===== config.mk =====
export PLATFORM = sky130hd
export DESIGN_NAME = fetch_unit
export DESIGN_NICKNAME = d
export VERILOG_FILES = /design/src/rtl/fetch_unit.sv
export SDC_FILE = /design/constraint.sdc
export NUM_CORES = 1
export LEC_CHECK = 0
export BUFFER_PORTS_ARGS = -buffer_cell sky130_fd_sc_hd__buf_2
export CORE_AREA = 2 2 108 151
export DETAILED_ROUTE_END_ITERATION = 12
export DIE_AREA = 0 0 110 153
export GPL_TIMING_DRIVEN = 0
export PLACE_DENSITY = 0.88
export SKIP_CTS_REPAIR_TIMING = 1
export SYNTH_ARGS = -nofsm -noshare
export SYNTH_HDL_FRONTEND = slang
export SYNTH_SLANG_ARGS = --single-unit
export TNS_END_PERCENT = 1

===== constraint.sdc =====
create_clock -name i_clk -period 5 [get_ports i_clk]
set_input_delay 0.75 -clock i_clk [delete_from_list [all_inputs] [get_ports i_clk]]
set_output_delay 0.75 -clock i_clk [all_outputs]
set_load 0.05 [all_outputs]

===== src/rtl/fetch_unit.sv =====
`timescale 1ns/1ps
`default_nettype none
// ============================================================================
// Module      : fetch_unit
// Description : Multicycle instruction-fetch stage. Owns the program counter,
//               drives the instruction-memory read address, captures the
//               returned word and offers it downstream on a valid/ready
//               handshake. Accepts PC redirects and traps misaligned targets.
// Revision    : 1.0 - initial release
// ----------------------------------------------------------------------------
// Ports
//   i_clk             in   1   system clock, rising edge
//   i_reset_n         in   1   asynchronous active-low reset
//   o_imem_address    out  32  imem read address (always the current PC)
//   i_imem_data_out   in   32  imem read data, valid one cycle after address
//   i_redirect_valid  in   1   single-cycle redirect request
//   i_redirect_pc     in   32  redirect target
//   o_instr           out  32  captured instruction word
//   o_instr_pc        out  32  address o_instr was fetched from
//   o_instr_pc_plus4  out  32  o_instr_pc + 4 (wraps)
//   o_instr_valid     out  1   o_instr / o_instr_pc hold a live instruction
//   i_instr_ready     in   1   downstream accepts o_instr this cycle
//   o_fetch_fault     out  1   sticky misaligned-redirect flag
//   o_fault_pc        out  32  offending redirect target
//   o_fetch_count     out  32  accepted-instruction count (wraps)
// ============================================================================
module fetch_unit #(
  parameter logic [31:0] RESET_PC = 32'h0000_1000
) (
  input  logic        i_clk,
  input  logic        i_reset_n,
  output logic [31:0] o_imem_address,
  input  logic [31:0] i_imem_data_out,
  input  logic        i_redirect_valid,
  input  logic [31:0] i_redirect_pc,
  output logic [31:0] o_instr,
  output logic [31:0] o_instr_pc,
  output logic [31:0] o_instr_pc_plus4,
  output logic        o_instr_valid,
  input  logic        i_instr_ready,
  output logic        o_fetch_fault,
  output logic [31:0] o_fault_pc,
  output logic [31:0] o_fetch_count
);

  typedef enum logic [1:0] {
    ST_ISSUE = 2'd0,
    ST_WAIT  = 2'd1,
    ST_VALID = 2'd2,
    ST_FAULT = 2'd3
  } state_t;

  state_t      r_state;
  state_t      w_state_next;
  logic [31:0] r_pc;
  logic [31:0] r_instr;
  logic [31:0] r_instr_pc;
  logic [31:0] r_fault_pc;
  logic [31:0] r_fetch_count;

  logic        w_redir_ok;
  logic        w_redir_bad;
  logic        w_accept;
  logic        w_capture;

  // Next-state and control decode. A redirect outranks the handshake, and
  // FAULT is a sink that ignores everything except reset.
  always_comb begin
    w_state_next = r_state;
    w_redir_ok   = 1'b0;
    w_redir_bad  = 1'b0;
    w_accept     = 1'b0;
    w_capture    = 1'b0;

    if ((r_state != ST_FAULT) && i_redirect_valid) begin
      if (i_redirect_pc[1:0] == 2'b00) begin
        w_redir_ok = 1'b1;
      end else begin
        w_redir_bad = 1'b1;
      end
    end

    case (r_state)
      ST_ISSUE: w_state_next = ST_WAIT;
      ST_WAIT: begin
        // Data for a PC that is being redirected away from is discarded.
        w_capture    = !i_redirect_valid;
        w_state_next = ST_VALID;
      end
      ST_VALID: begin
        w_accept = i_instr_ready && !i_redirect_valid;
        if (i_instr_ready) begin
          w_state_next = ST_ISSUE;
        end
      end
      ST_FAULT: w_state_next = ST_FAULT;
    endcase

    if (w_redir_bad) begin
      w_state_next = ST_FAULT;
    end else if (w_redir_ok) begin
      w_state_next = ST_ISSUE;
    end
  end

  always_ff @(posedge i_clk or negedge i_reset_n) begin
    if (!i_reset_n) begin
      r_state <= ST_ISSUE;
    end else begin
      r_state <= w_state_next;
    end
  end

  always_ff @(posedge i_clk or negedge i_reset_n) begin
    if (!i_reset_n) begin
      r_pc          <= RESET_PC;
      r_instr       <= '0;
      r_instr_pc    <= '0;
      r_fault_pc    <= '0;
      r_fetch_count <= '0;
    end else begin
      if (w_redir_ok) begin
        r_pc <= i_redirect_pc;
      end else if (w_accept) begin
        r_pc <= r_pc + 32'd4;
      end
      if (w_accept) begin
        r_fetch_count <= r_fetch_count + 32'd1;
      end
      if (w_capture) begin
        r_instr    <= i_imem_data_out;
        r_instr_pc <= r_pc;
      end
      if (w_redir_bad) begin
        r_fault_pc <= i_redirect_pc;
      end
    end
  end

  assign o_imem_address   = r_pc;
  assign o_instr          = r_instr;
  assign o_instr_pc       = r_instr_pc;
  assign o_instr_pc_plus4 = r_instr_pc + 32'd4;
  assign o_instr_valid    = (r_state == ST_VALID);
  assign o_fetch_fault    = (r_state == ST_FAULT);
  assign o_fault_pc       = r_fault_pc;
  assign o_fetch_count    = r_fetch_count;

endmodule
`default_nettype wire

==> metrics.cfg <==
[logic_synthesis]
synth_top_cell_by_area=dfrtp_1
ys.flop_type=dfrtp_1
synth-edff-count=0
synth_cells=635
ys_types=47
syn-cell-area_mm2=0.00746
synth_area_leaders=dfrtp_1, mux2_2, xnor2_1
synth_area_per_cell_um2=11.7
synth_warnings=0
ys_ff_latch=162
synth_top_area_share_pct=54.0
synthArstFlopShare_pct=100
syn-num-nets=710
yosysMostFrequentCell=dfrtp_1
yosysSeqAreaShare_pct=54.4
synth_top_cells_by_count=dfrtp_1, mux2_2, nand2_1, xnor2_1, nand3_1

[timing]
setup_ws_ns=1.44
slew_viol_final=0
tightestPinTransition_ns=0.785
period_minus_slack_ns=3.56
relSlewSlack_pct=47.7
rsz0062_at_grt=no
clock_skew_ns=0.00875
period_share_pct=71.1
setup_viol=0
setup_tns_ns=0
hold_violations=0
fmax_ghz=0.281

[route]
ant_nets=0
wl_per_cell_um=18.7
wl_um=21000
first_pass_iters=5
drt_iter0_drc=482
vias_per_cell=5.57
remaining_drc_errors=0
vias=6268

[global_routing]
antenna_found_initial=1
grt_start_max_net_pins=85
grt-ovfl-total=0
grt_pass1_vias=6467
grt_pass1_wl_um=33100
grt.total_usage_pct=25.7

[finish]
syn_to_final_growth_pct=29.1
fin_cells=1126
finalNetCount=991
final_util_pct=62.2
drive_gt1_share_pct=43.1

[clock_network]
clk_latency_ns=0.43
cts_buffers=17
cts_tree=done
clk_pin_slew_worst_paths_ns=0.06
clock-root-buffer=clkbuf_16
h-tree-depth=4
cts_buffer_depth=2
clock_sinks=162

[setup_path]
worstPathArrival_ns=2.81
cp-start-kind=register
worst-setup-path-type=reg -> out
critPathMaxFanout=8
worstSetupEndpointType=output pin
cp.required_ns=4.25

[floorplanning]
io_pins=262
die_w_um=110
initial_core_util_pct=48.2
dieArea_mm2=0.0168
fp.coreArea_mm2=0.0155
rows=54
die_h_um=153

[job]
cap_violations=0

[placement]
hpwl_um=15900
gp_congestion=0.848
dp_cells=1093
post-place-ws_ns=1.92
port_buffers=261

[status]
status=completed

[power_and_ir_drop]
power_uw=7590
irDropWorstVdd_mv=0.530
powerDensity_mw_per_mm2=789
p_leak_uw=0.00465

[min_path]
hold_class=in -> async

-- worst paths after layout --
check / from / cells past startpoint / slack (ns) / endpoint
hold / removal: i_reset_n / 1 / 0.31 / o_instr_pc[10]$_DFFE_PN0P_
setup / recovery: o_instr_pc[2]$_DFFE_PN0P_ / 6 / 1.44 / o_instr_pc_plus4[30]
min in group i_clk: o_fetch_count[31]$_DFFE_PN0P_ / 1 / 0.48 / o_fetch_count[31]$_DFFE_PN0P_
hold reg to reg: o_fetch_count[31]$_DFFE_PN0P_ / 1 / 0.48 / o_fetch_count[31]$_DFFE_PN0P_
setup reg to reg: r_state[0]$_DFFE_PN0P_ / 7 / 2.47 / o_imem_address[13]$_DFFE_PN0P_
max in group asynchronous: i_reset_n / 2 / 3.88 / o_instr[30]$_DFFE_PN0P_
-- registers in the layout (all words and copies together) (netlist names) --
register	cells
r_state	2
o_fault_pc	32
o_instr	32
o_instr_pc	32
o_imem_address	32
o_fetch_count	32
-- stage by stage --
stage | instance area (um2) | hold slack (ns)
final | 9630 | 0.312
after global routing | 9630 | 0.358
after CTS | 9620 | 0.325
after detailed placement | 9050 | 0.463
after global placement | 9010 | 0.456
after floorplan | 7460 | 0.454
-- cells by family (layout without fill, tap and decap cells) --
logic type                 after synthesis  after routing  synth area share (%)
xor gates and xnor gates                64             64                  7.52
and+or+nand+nor                        215            215                  15.7
muxes                                   92             92                  13.9
other                                    0              1                     0
DFF                                    162            162                  54.4
buffers and inverters                   35            329                  1.98
AOI/OAI and AO/OA                       60             60                  5.40
adders and majority gates                7              7                  1.17
-- layer usage --
layer | GRT usage, % | routed length [um]
met5 | 0 | 0
met2 | 42.4 | 10800
met3 | 5.37 | 1350
met1 | 30.3 | 7960
met4 | 15.1 | 954
-- placed cells by master, fill, tap and decap left out, drive strengths merged, types with 3 or more instances in the layout --
cell type / count
o21ai: 19
inv: 10
nand3b: 3
and4: 7
or3: 3
nand3: 51
dfrtp: 161
nand4: 25
o311ai: 3
xor2: 13
and2: 4
o211ai: 11
nand2: 61
nor3: 10
buf: 272
xnor2: 51
a21oi: 6
a221o: 3
ha: 7
a31oi: 3
nor4: 7
a22oi: 8
and3: 10
nand2b: 4
or4: 4
nor2: 22
clkinv: 3
clkbuf: 41
mux2: 91
-- power breakdown --
part	leakage [uW]	total [uW]	internal, uW	switching, uW
Combinational	0.00234	3970	1000	2970
Clock	0.000280	1270	753	517
Sequential	0.00203	2350	1820	534
Total	0.00465	7590	3570	4020
-- critical path: stages, from the launching register on --
cell     delay, ns
dfrtp_1       0.44
ha_1          0.23
nand3_1       0.29
nor3_2        0.72
nand3_1       0.18
xnor2_1       0.22
buf_2         0.30
-- area by class of cell --
class                      count  area (um2)
inverter                       9        33.8
clock buffer                  25         505
sequential                   162        4060
multi-input combinational    438        3250
fill                        1290        5850
antenna                        1        2.50
buffer                        26         114
clock inverter                 7        72.6
timing repair buffer         262        1340
tap                          196         245
Note: power is estimated with default switching activity, not from simulation.
